--- src/rtl/mips_pkg.sv ---
// Shared definitions for the MIPS core: the NOP encoding, the default reset PC
// and the fetch-stage state encoding.
package mips_pkg;

    localparam logic [31:0] NOP_INSTR        = 32'h0000_0000;
    localparam logic [31:0] DEFAULT_RESET_PC = 32'h0000_0000;

    typedef enum logic {
        RUN   = 1'b0,
        DRAIN = 1'b1
    } fetch_state_e;

    // Next sequential PC; wraps modulo 2^32 like the hardware adder.
    function automatic logic [31:0] pc_plus4(input logic [31:0] pc);
        return pc + 32'd4;
    endfunction

endpackage

--- src/rtl/fetch_fifo.sv ---
// Synchronous FIFO used for the fetch tag queue and the instruction buffer.
// Flush empties it and overrides push/pop; push while full is allowed only with a pop.
module fetch_fifo #(
    parameter int WIDTH = 32,
    parameter int DEPTH = 2
) (
    input  logic                       clk,
    input  logic                       rst,
    input  logic                       flush,
    input  logic                       push,
    input  logic [WIDTH-1:0]           push_data,
    input  logic                       pop,
    output logic [WIDTH-1:0]           pop_data,
    output logic                       full,
    output logic                       empty,
    output logic [$clog2(DEPTH+1)-1:0] count
);

    localparam int PTR_W = (DEPTH > 1) ? $clog2(DEPTH) : 1;
    localparam int CNT_W = $clog2(DEPTH + 1);

    logic [WIDTH-1:0] mem_r [DEPTH];
    logic [PTR_W-1:0] wr_ptr_r;
    logic [PTR_W-1:0] rd_ptr_r;
    logic [CNT_W-1:0] count_r;
    logic             push_ok_s;
    logic             pop_ok_s;

    function automatic logic [PTR_W-1:0] ptr_inc(input logic [PTR_W-1:0] ptr);
        if (ptr == PTR_W'(DEPTH - 1)) begin
            return {PTR_W{1'b0}};
        end else begin
            return ptr + PTR_W'(1);
        end
    endfunction

    assign full      = (count_r == CNT_W'(DEPTH));
    assign empty     = (count_r == {CNT_W{1'b0}});
    assign count     = count_r;
    assign pop_data  = mem_r[rd_ptr_r];
    assign push_ok_s = push & (~full | pop);
    assign pop_ok_s  = pop & ~empty;

    // Pointer and occupancy bookkeeping.
    always_ff @(posedge clk) begin
        if (rst || flush) begin
            wr_ptr_r <= {PTR_W{1'b0}};
            rd_ptr_r <= {PTR_W{1'b0}};
            count_r  <= {CNT_W{1'b0}};
        end else begin
            if (push_ok_s) begin
                wr_ptr_r <= ptr_inc(wr_ptr_r);
            end
            if (pop_ok_s) begin
                rd_ptr_r <= ptr_inc(rd_ptr_r);
            end
            case ({push_ok_s, pop_ok_s})
                2'b10:   count_r <= count_r + CNT_W'(1);
                2'b01:   count_r <= count_r - CNT_W'(1);
                default: count_r <= count_r;
            endcase
        end
    end

    // Storage array; contents are don't-care while empty, so no reset.
    always_ff @(posedge clk) begin
        if (push_ok_s && !flush && !rst) begin
            mem_r[wr_ptr_r] <= push_data;
        end
    end

endmodule

--- src/rtl/fetch_stage.sv ---
// Instruction-fetch stage: PC, in-order IMEM requests, response buffering, IF/ID register.
// Optional FETCH_PERF_CNT_EN adds the o_BubbleCnt bubble counter output.
module fetch_stage
    import mips_pkg::*;
#(
    parameter int                       ADDRESS_WIDTH   = 32,
    parameter int                       INSTR_WIDTH     = 32,
    parameter logic [ADDRESS_WIDTH-1:0] RESET_PC        = ADDRESS_WIDTH'(DEFAULT_RESET_PC),
    parameter int                       MAX_OUTSTANDING = 2,
    parameter int                       BUF_DEPTH       = 2
) (
    input  logic                     i_CLK,
    input  logic                     i_RST,
    input  logic                     i_StallF,
    input  logic                     i_StallD,
    input  logic                     i_FlushD,
    input  logic                     i_PCSrcD,
    input  logic [ADDRESS_WIDTH-1:0] i_PCNextD,
    output logic                     o_IMemReqValid,
    input  logic                     i_IMemReqReady,
    output logic [ADDRESS_WIDTH-1:0] o_IMemAddr,
    input  logic                     i_IMemRspValid,
    input  logic [INSTR_WIDTH-1:0]   i_IMemRspData,
    output logic [INSTR_WIDTH-1:0]   o_InstrD,
    output logic [ADDRESS_WIDTH-1:0] o_PCPlus4D,
    output logic                     o_ValidD,
`ifdef FETCH_PERF_CNT_EN
    output logic                     o_FetchBusy,
    output logic [31:0]              o_BubbleCnt
`else
    output logic                     o_FetchBusy
`endif
);

    localparam int OUT_W   = $clog2(MAX_OUTSTANDING + 1);
    localparam int BCNT_W  = $clog2(BUF_DEPTH + 1);
    localparam int SUM_W   = $clog2(MAX_OUTSTANDING + BUF_DEPTH + 1);
    localparam int ENTRY_W = INSTR_WIDTH + ADDRESS_WIDTH;

    logic [ADDRESS_WIDTH-1:0] pc_r;
    fetch_state_e             state_r;
    fetch_state_e             state_next_s;
    logic [OUT_W-1:0]         discard_r;
    logic [OUT_W-1:0]         discard_next_s;

    logic [INSTR_WIDTH-1:0]   ifid_instr_r;
    logic [ADDRESS_WIDTH-1:0] ifid_pcplus4_r;
    logic                     ifid_valid_r;
    logic [INSTR_WIDTH-1:0]   ifid_instr_next_s;
    logic [ADDRESS_WIDTH-1:0] ifid_pcplus4_next_s;
    logic                     ifid_valid_next_s;
    logic                     bubble_s;

    // Tag FIFO occupancy is the outstanding-request count.
    logic [ADDRESS_WIDTH-1:0] tag_head_s;
    logic                     tag_full_s;
    logic                     tag_empty_s;
    logic [OUT_W-1:0]         tag_count_s;

    logic [ENTRY_W-1:0]       buf_head_s;
    logic                     buf_full_s;
    logic                     buf_empty_s;
    logic [BCNT_W-1:0]        buf_count_s;
    logic                     buf_push_s;
    logic                     buf_pop_s;

    logic [SUM_W-1:0]         occupancy_s;
    logic                     req_valid_s;
    logic                     accept_s;
    logic                     rsp_s;
    logic                     drop_s;
    logic                     keep_s;
    logic                     bypass_s;

    // In-flight limits count discarded requests too, so the buffer can never overflow.
    assign occupancy_s = SUM_W'(tag_count_s) + SUM_W'(buf_count_s);
    assign req_valid_s = ~i_RST & ~i_StallF & ~i_PCSrcD & ~tag_full_s & ~buf_full_s
                       & (occupancy_s < SUM_W'(BUF_DEPTH));
    assign accept_s    = req_valid_s & i_IMemReqReady;

    // Responses with nothing outstanding (e.g. after reset) are ignored.
    assign rsp_s       = i_IMemRspValid & ~tag_empty_s & ~i_RST;
    assign drop_s      = rsp_s & (i_PCSrcD | (discard_r != {OUT_W{1'b0}}));
    assign keep_s      = rsp_s & ~drop_s;
    assign bypass_s    = keep_s & buf_empty_s & ~i_StallD & ~i_FlushD;
    assign buf_push_s  = keep_s & ~bypass_s;

    assign o_IMemReqValid = req_valid_s;
    assign o_IMemAddr     = pc_r;
    assign o_InstrD       = ifid_instr_r;
    assign o_PCPlus4D     = ifid_pcplus4_r;
    assign o_ValidD       = ifid_valid_r;
    assign o_FetchBusy    = ~tag_empty_s;

    fetch_fifo #(
        .WIDTH (ADDRESS_WIDTH),
        .DEPTH (MAX_OUTSTANDING)
    ) u_tag_fifo (
        .clk       (i_CLK),
        .rst       (i_RST),
        .flush     (1'b0),
        .push      (accept_s),
        .push_data (pc_r + ADDRESS_WIDTH'(4)),
        .pop       (rsp_s),
        .pop_data  (tag_head_s),
        .full      (tag_full_s),
        .empty     (tag_empty_s),
        .count     (tag_count_s)
    );

    fetch_fifo #(
        .WIDTH (ENTRY_W),
        .DEPTH (BUF_DEPTH)
    ) u_instr_buf (
        .clk       (i_CLK),
        .rst       (i_RST),
        .flush     (i_PCSrcD),
        .push      (buf_push_s),
        .push_data ({i_IMemRspData, tag_head_s}),
        .pop       (buf_pop_s),
        .pop_data  (buf_head_s),
        .full      (buf_full_s),
        .empty     (buf_empty_s),
        .count     (buf_count_s)
    );

    // Program counter: reset, redirect, then sequential advance on acceptance.
    always_ff @(posedge i_CLK) begin
        if (i_RST) begin
            pc_r <= RESET_PC;
        end else if (i_PCSrcD) begin
            pc_r <= i_PCNextD;
        end else if (accept_s) begin
            pc_r <= pc_r + ADDRESS_WIDTH'(4);
        end
    end

    // Drain state and stale-response counter registers.
    always_ff @(posedge i_CLK) begin
        if (i_RST) begin
            state_r   <= RUN;
            discard_r <= {OUT_W{1'b0}};
        end else begin
            state_r   <= state_next_s;
            discard_r <= discard_next_s;
        end
    end

    // A redirect marks every request still in flight after this cycle's response as stale.
    always_comb begin
        state_next_s   = state_r;
        discard_next_s = discard_r;
        if (i_PCSrcD) begin
            discard_next_s = tag_count_s - OUT_W'(rsp_s);
        end else if (drop_s) begin
            discard_next_s = discard_r - OUT_W'(1);
        end else begin
            discard_next_s = discard_r;
        end
        case (state_r)
            RUN: begin
                if (i_PCSrcD && (discard_next_s != {OUT_W{1'b0}})) begin
                    state_next_s = DRAIN;
                end else begin
                    state_next_s = RUN;
                end
            end
            DRAIN: begin
                if (discard_next_s == {OUT_W{1'b0}}) begin
                    state_next_s = RUN;
                end else begin
                    state_next_s = DRAIN;
                end
            end
            default: state_next_s = RUN;
        endcase
    end

    // IF/ID source select: stall, flush, buffer head, bypassed response, else bubble.
    always_comb begin
        ifid_instr_next_s   = ifid_instr_r;
        ifid_pcplus4_next_s = ifid_pcplus4_r;
        ifid_valid_next_s   = ifid_valid_r;
        buf_pop_s           = 1'b0;
        bubble_s            = 1'b0;
        if (i_StallD) begin
            ifid_valid_next_s = ifid_valid_r;
        end else if (i_FlushD) begin
            ifid_instr_next_s   = INSTR_WIDTH'(NOP_INSTR);
            ifid_pcplus4_next_s = {ADDRESS_WIDTH{1'b0}};
            ifid_valid_next_s   = 1'b0;
        end else if (!buf_empty_s) begin
            ifid_instr_next_s   = buf_head_s[ENTRY_W-1:ADDRESS_WIDTH];
            ifid_pcplus4_next_s = buf_head_s[ADDRESS_WIDTH-1:0];
            ifid_valid_next_s   = 1'b1;
            buf_pop_s           = 1'b1;
        end else if (bypass_s) begin
            ifid_instr_next_s   = i_IMemRspData;
            ifid_pcplus4_next_s = tag_head_s;
            ifid_valid_next_s   = 1'b1;
        end else begin
            ifid_instr_next_s   = INSTR_WIDTH'(NOP_INSTR);
            ifid_pcplus4_next_s = {ADDRESS_WIDTH{1'b0}};
            ifid_valid_next_s   = 1'b0;
            bubble_s            = 1'b1;
        end
    end

    // IF/ID pipeline register.
    always_ff @(posedge i_CLK) begin
        if (i_RST) begin
            ifid_instr_r   <= INSTR_WIDTH'(NOP_INSTR);
            ifid_pcplus4_r <= {ADDRESS_WIDTH{1'b0}};
            ifid_valid_r   <= 1'b0;
        end else begin
            ifid_instr_r   <= ifid_instr_next_s;
            ifid_pcplus4_r <= ifid_pcplus4_next_s;
            ifid_valid_r   <= ifid_valid_next_s;
        end
    end

`ifdef FETCH_PERF_CNT_EN
    logic [31:0] bubble_cnt_r;

    assign o_BubbleCnt = bubble_cnt_r;

    // Saturating count of starvation bubbles (stall/flush bubbles excluded).
    always_ff @(posedge i_CLK) begin
        if (i_RST) begin
            bubble_cnt_r <= 32'd0;
        end else if (bubble_s && (bubble_cnt_r != 32'hFFFF_FFFF)) begin
            bubble_cnt_r <= bubble_cnt_r + 32'd1;
        end
    end
`endif

endmodule

--- config.mk ---
export PLATFORM = sky130hd
export DESIGN_NAME = fetch_stage
export DESIGN_NICKNAME = d
export VERILOG_FILES = /design/src/rtl/mips_pkg.sv /design/src/rtl/fetch_fifo.sv /design/src/rtl/fetch_stage.sv
export SDC_FILE = /design/constraint.sdc
export NUM_CORES = 1
export LEC_CHECK = 0
export CAP_MARGIN = 20
export CORE_ASPECT_RATIO = 0.75
export CORE_UTILIZATION = 45
export CTS_BUF_LIST = sky130_fd_sc_hd__clkbuf_8
export CTS_CLUSTER_DIAMETER = 200
export DETAILED_ROUTE_END_ITERATION = 10
export PLACE_DENSITY = 0.73
export SLEW_MARGIN = 20
export SYNTH_ARGS = -nofsm -noshare
export SYNTH_HDL_FRONTEND = slang
export SYNTH_HIERARCHICAL = 1
export SYNTH_SLANG_ARGS = --single-unit
--- constraint.sdc ---
create_clock -name i_CLK -period 11.4 [get_ports i_CLK]
set_input_delay 2.85 -clock i_CLK [delete_from_list [all_inputs] [get_ports i_CLK]]
set_output_delay 2.85 -clock i_CLK [all_outputs]
set_load 0.02 [all_outputs]
==> results.txt <==
Crit Path Category -> in -> out
Die ar. -> 27,600 µm²
Post-synth EDFFs -> 192
# DRC -> 0
CTS Hold Bufs -> 0
TritonCTS clock tree -> yes
Top cells by area, synth -> edfxtp_1 48%, dfxtp_1 18%, mux2_2 8.8%
Detailed placement HPWL -> 17,500 µm
Postcts setup bufs -> 0
Top Ports -> 171
FP Rows -> 51
Post-Route WL -> 29,100 µm
FMAX -> 0.130 GHz
Max stage delay cell, worst path -> clkdlybuf4s50_1
Vias in the first global route -> 8,356
Fin util -> 0.573
Top_reg_cell synth -> edfxtp_1
Clock network power share -> 0.397
PD cells -> 141 nW/µm²
Vias -> 8,304
Final period utilization -> 0.672
Syn Area/Cell -> 13.5 µm²
Post-synth design cell area -> 12,100 µm²
Largest net degree at the start of global routing -> 68
Initial Utilization -> 0.462
Clock insertion delay at the later pin of the skew report -> 0.56 ns
# Max-Cap Violations -> 0
Commonest non-fill, non-tap cell in the layout -> edfxtp_1
Clock skew -> 0.0269 ns
Clk pin slew, worst setup/hold paths -> 0.06 ns
RSZ-0062 raised after global routing -> false
H-tree lvl count -> 2
Post-route ant nets -> 0
Post-CTS resize count -> 0
Synth-to-layout area growth -> 23.9%
Nets@finish -> 1,149
TNS Setup -> 0 ns
Slew Limit Fails -> 0
Worst slew margin -> 0.357
Max IR drop VDD -> 0.0759 mV
Worst-Margin Slew -> 0.964 ns
P_sw -> 473 µW
Vias/cell -> 5.72
Layout cell share with drive strength beyond 1 -> 0.173
Setup WS post-layout -> 3.74 ns
Post-synth ARST share -> 0
Antenna violations before repair -> 0
First-pass GRT wire length -> 45,000 µm
GR Overflow Total -> 0
RePlAce Congestion -> 0.842
Combinational share of power -> 0.048
Power Internal -> 1.65 mW
Worst Hold Class -> reg -> reg
Register bit total from synthesis -> 301
CTS sink count -> 301
Crit path capture type -> output pin
Cell variety after synth -> 54
Slowest stage delay, CP -> 0.66 ns
Die Ht -> 144 µm
WP data arrival -> 4.81 ns
Crit Path Max Fanout -> 43
Synth Warn # -> 6
Largest area contributor in the netlist -> edfxtp_1
Yosys top cell area share -> 0.475
Fill cells -> 2,090
Critical-path cell list -> buf_2 -> nor4_2 -> nor4b_1 -> clkdlybuf4s50_1
Reg power frac -> 0.555
DP Worst Slack -> 3.76 ns
Leak -> 5.14 nW
I/O Buffers -> 170
Final setup viols -> 0
Crit path required time -> 8.55 ns
Wire per inst -> 20.0 µm
Cells after synthesis -> 898
Antenna cells -> 0
Fin crit period -> 7.66 ns
GRT Util Overall -> 0.211
Worst setup SP type -> input pin
Most frequent cells in the layout -> 192 x edfxtp_1, 167 x clkdlybuf4s50_1, 108 x dfxtp_1
Clock tree buffer depth -> 3
Seq/Total Area, Yosys -> 0.655
Die width -> 192 µm
TritonCTS Buffers -> 47
Status -> finished, final reports clean
First DRT Iteration DRCs -> 813
Hold Fails Final Rpt -> 0
Core box area -> 26,200 µm²
FF-to-FF setup slack -> 7.62 ns
Drt first pass iters -> 6
Switch share -> 0.223
Clk root buf -> clkbuf_8
[layout make-up]
cell class	count	area [µm²]	share of cell area
Clock inverter	32	133	0.00883
Timing Repair Buffer	184	1790	0.119
Clock buffer	55	757	0.0504
Sequential cell	301	7950	0.529
Tap cell	344	430	0.0286
Multi-Input combinational cell	523	3910	0.260
Inverter	14	52.6	0.00350
[worst paths after layout]
path,endpoint,from,depth (start not counted)
hold reg to reg,u_instr_buf/wr_ptr_r,u_instr_buf/wr_ptr_r,2
setup / recovery,o_IMemReqValid,i_PCSrcD,4
hold / removal,u_instr_buf/wr_ptr_r,u_instr_buf/wr_ptr_r,2
setup reg to reg,u_tag_fifo/mem_r[1][1],u_tag_fifo/count[0],9
[routing by layer]
| layer | global-route usage | up-vias | routed length (µm) |
|---|---|---|---|
| li1 | - | 3828 | - |
| met1 | 0.285 | 4058 | 12700 |
| met2 | 0.341 | 374 | 13400 |
| met3 | 0.0480 | 44 | 2530 |
| met4 | 0.0635 | 0 | 463 |
| met5 | 0 | - | 0 |
[synthesized netlist by cell type (all sizes together) (3+ instances only)]
master / count
nand4: 10
mux2i: 5
a221oi: 3
a21o: 4
nor3: 14
a222oi: 70
a21oi: 22
nor4b: 5
o211ai: 3
mux2: 96
edfxtp: 192
dfxtp: 109
o21a: 3
or3: 10
nand2: 33
a211oi: 3
ha: 5
and2: 3
and3: 5
xor2: 15
a31oi: 9
nor4: 9
nor2: 107
o21ai: 19
buf: 28
and4: 4
clkbuf: 37
inv: 14
nand3: 18
xnor2: 21
nand2b: 3
[power groups by stage]
stage               combinational, mW  sequential (mW)  clock [mW]
global placement               0.0991             1.20           0
finish                          0.102             1.18       0.843
floorplan                      0.0401             1.20           0
CTS                             0.101             1.18       0.863
global route                    0.109             1.18       0.911
detailed placement              0.101             1.20           0
[critical path: cells and delay by family]
kind / cells / cell delay (ns)
AND/OR/NAND/NOR: 2 / 0.90
buffers and inverters: 2 / 1.06
[cells by family after synthesis]
group,synth area share
flip-flops,0.655
AND/OR/NAND/NOR,0.0921
AO/OA/AOI/OAI,0.0992
multiplexers,0.0933
buffers and inverters,0.0269
XOR/XNOR,0.0260
adder cells (fa/ha/maj),0.00681
other,0.000309
[metrics by stage]
step | power, mW | instance area (µm²) | std cells | hold WS [ns]
4_1_cts | 2.14 | 15000 | 1453 | 0.488
3_3_place_gp | 1.30 | 14100 | 1366 | 0.453
3_5_place_dp | 1.30 | 14100 | 1366 | 0.478
6_report | 2.12 | 15000 | 1453 | 0.484
5_1_grt | 2.20 | 15000 | 1453 | 0.511
2_1_floorplan | 1.24 | 12100 | 903 | 0.442
[flip-flops by register name (all words and copies together) (netlist names), 2 cells and up, named ones only]
register,count
discard_r,2
u_instr_buf/mem_r,128
o_InstrD,32
u_tag_fifo/count,2
o_PCPlus4D,32
o_IMemAddr,32
u_tag_fifo/mem_r,64
u_instr_buf/count,2
(Power assumes the default switching activity.)
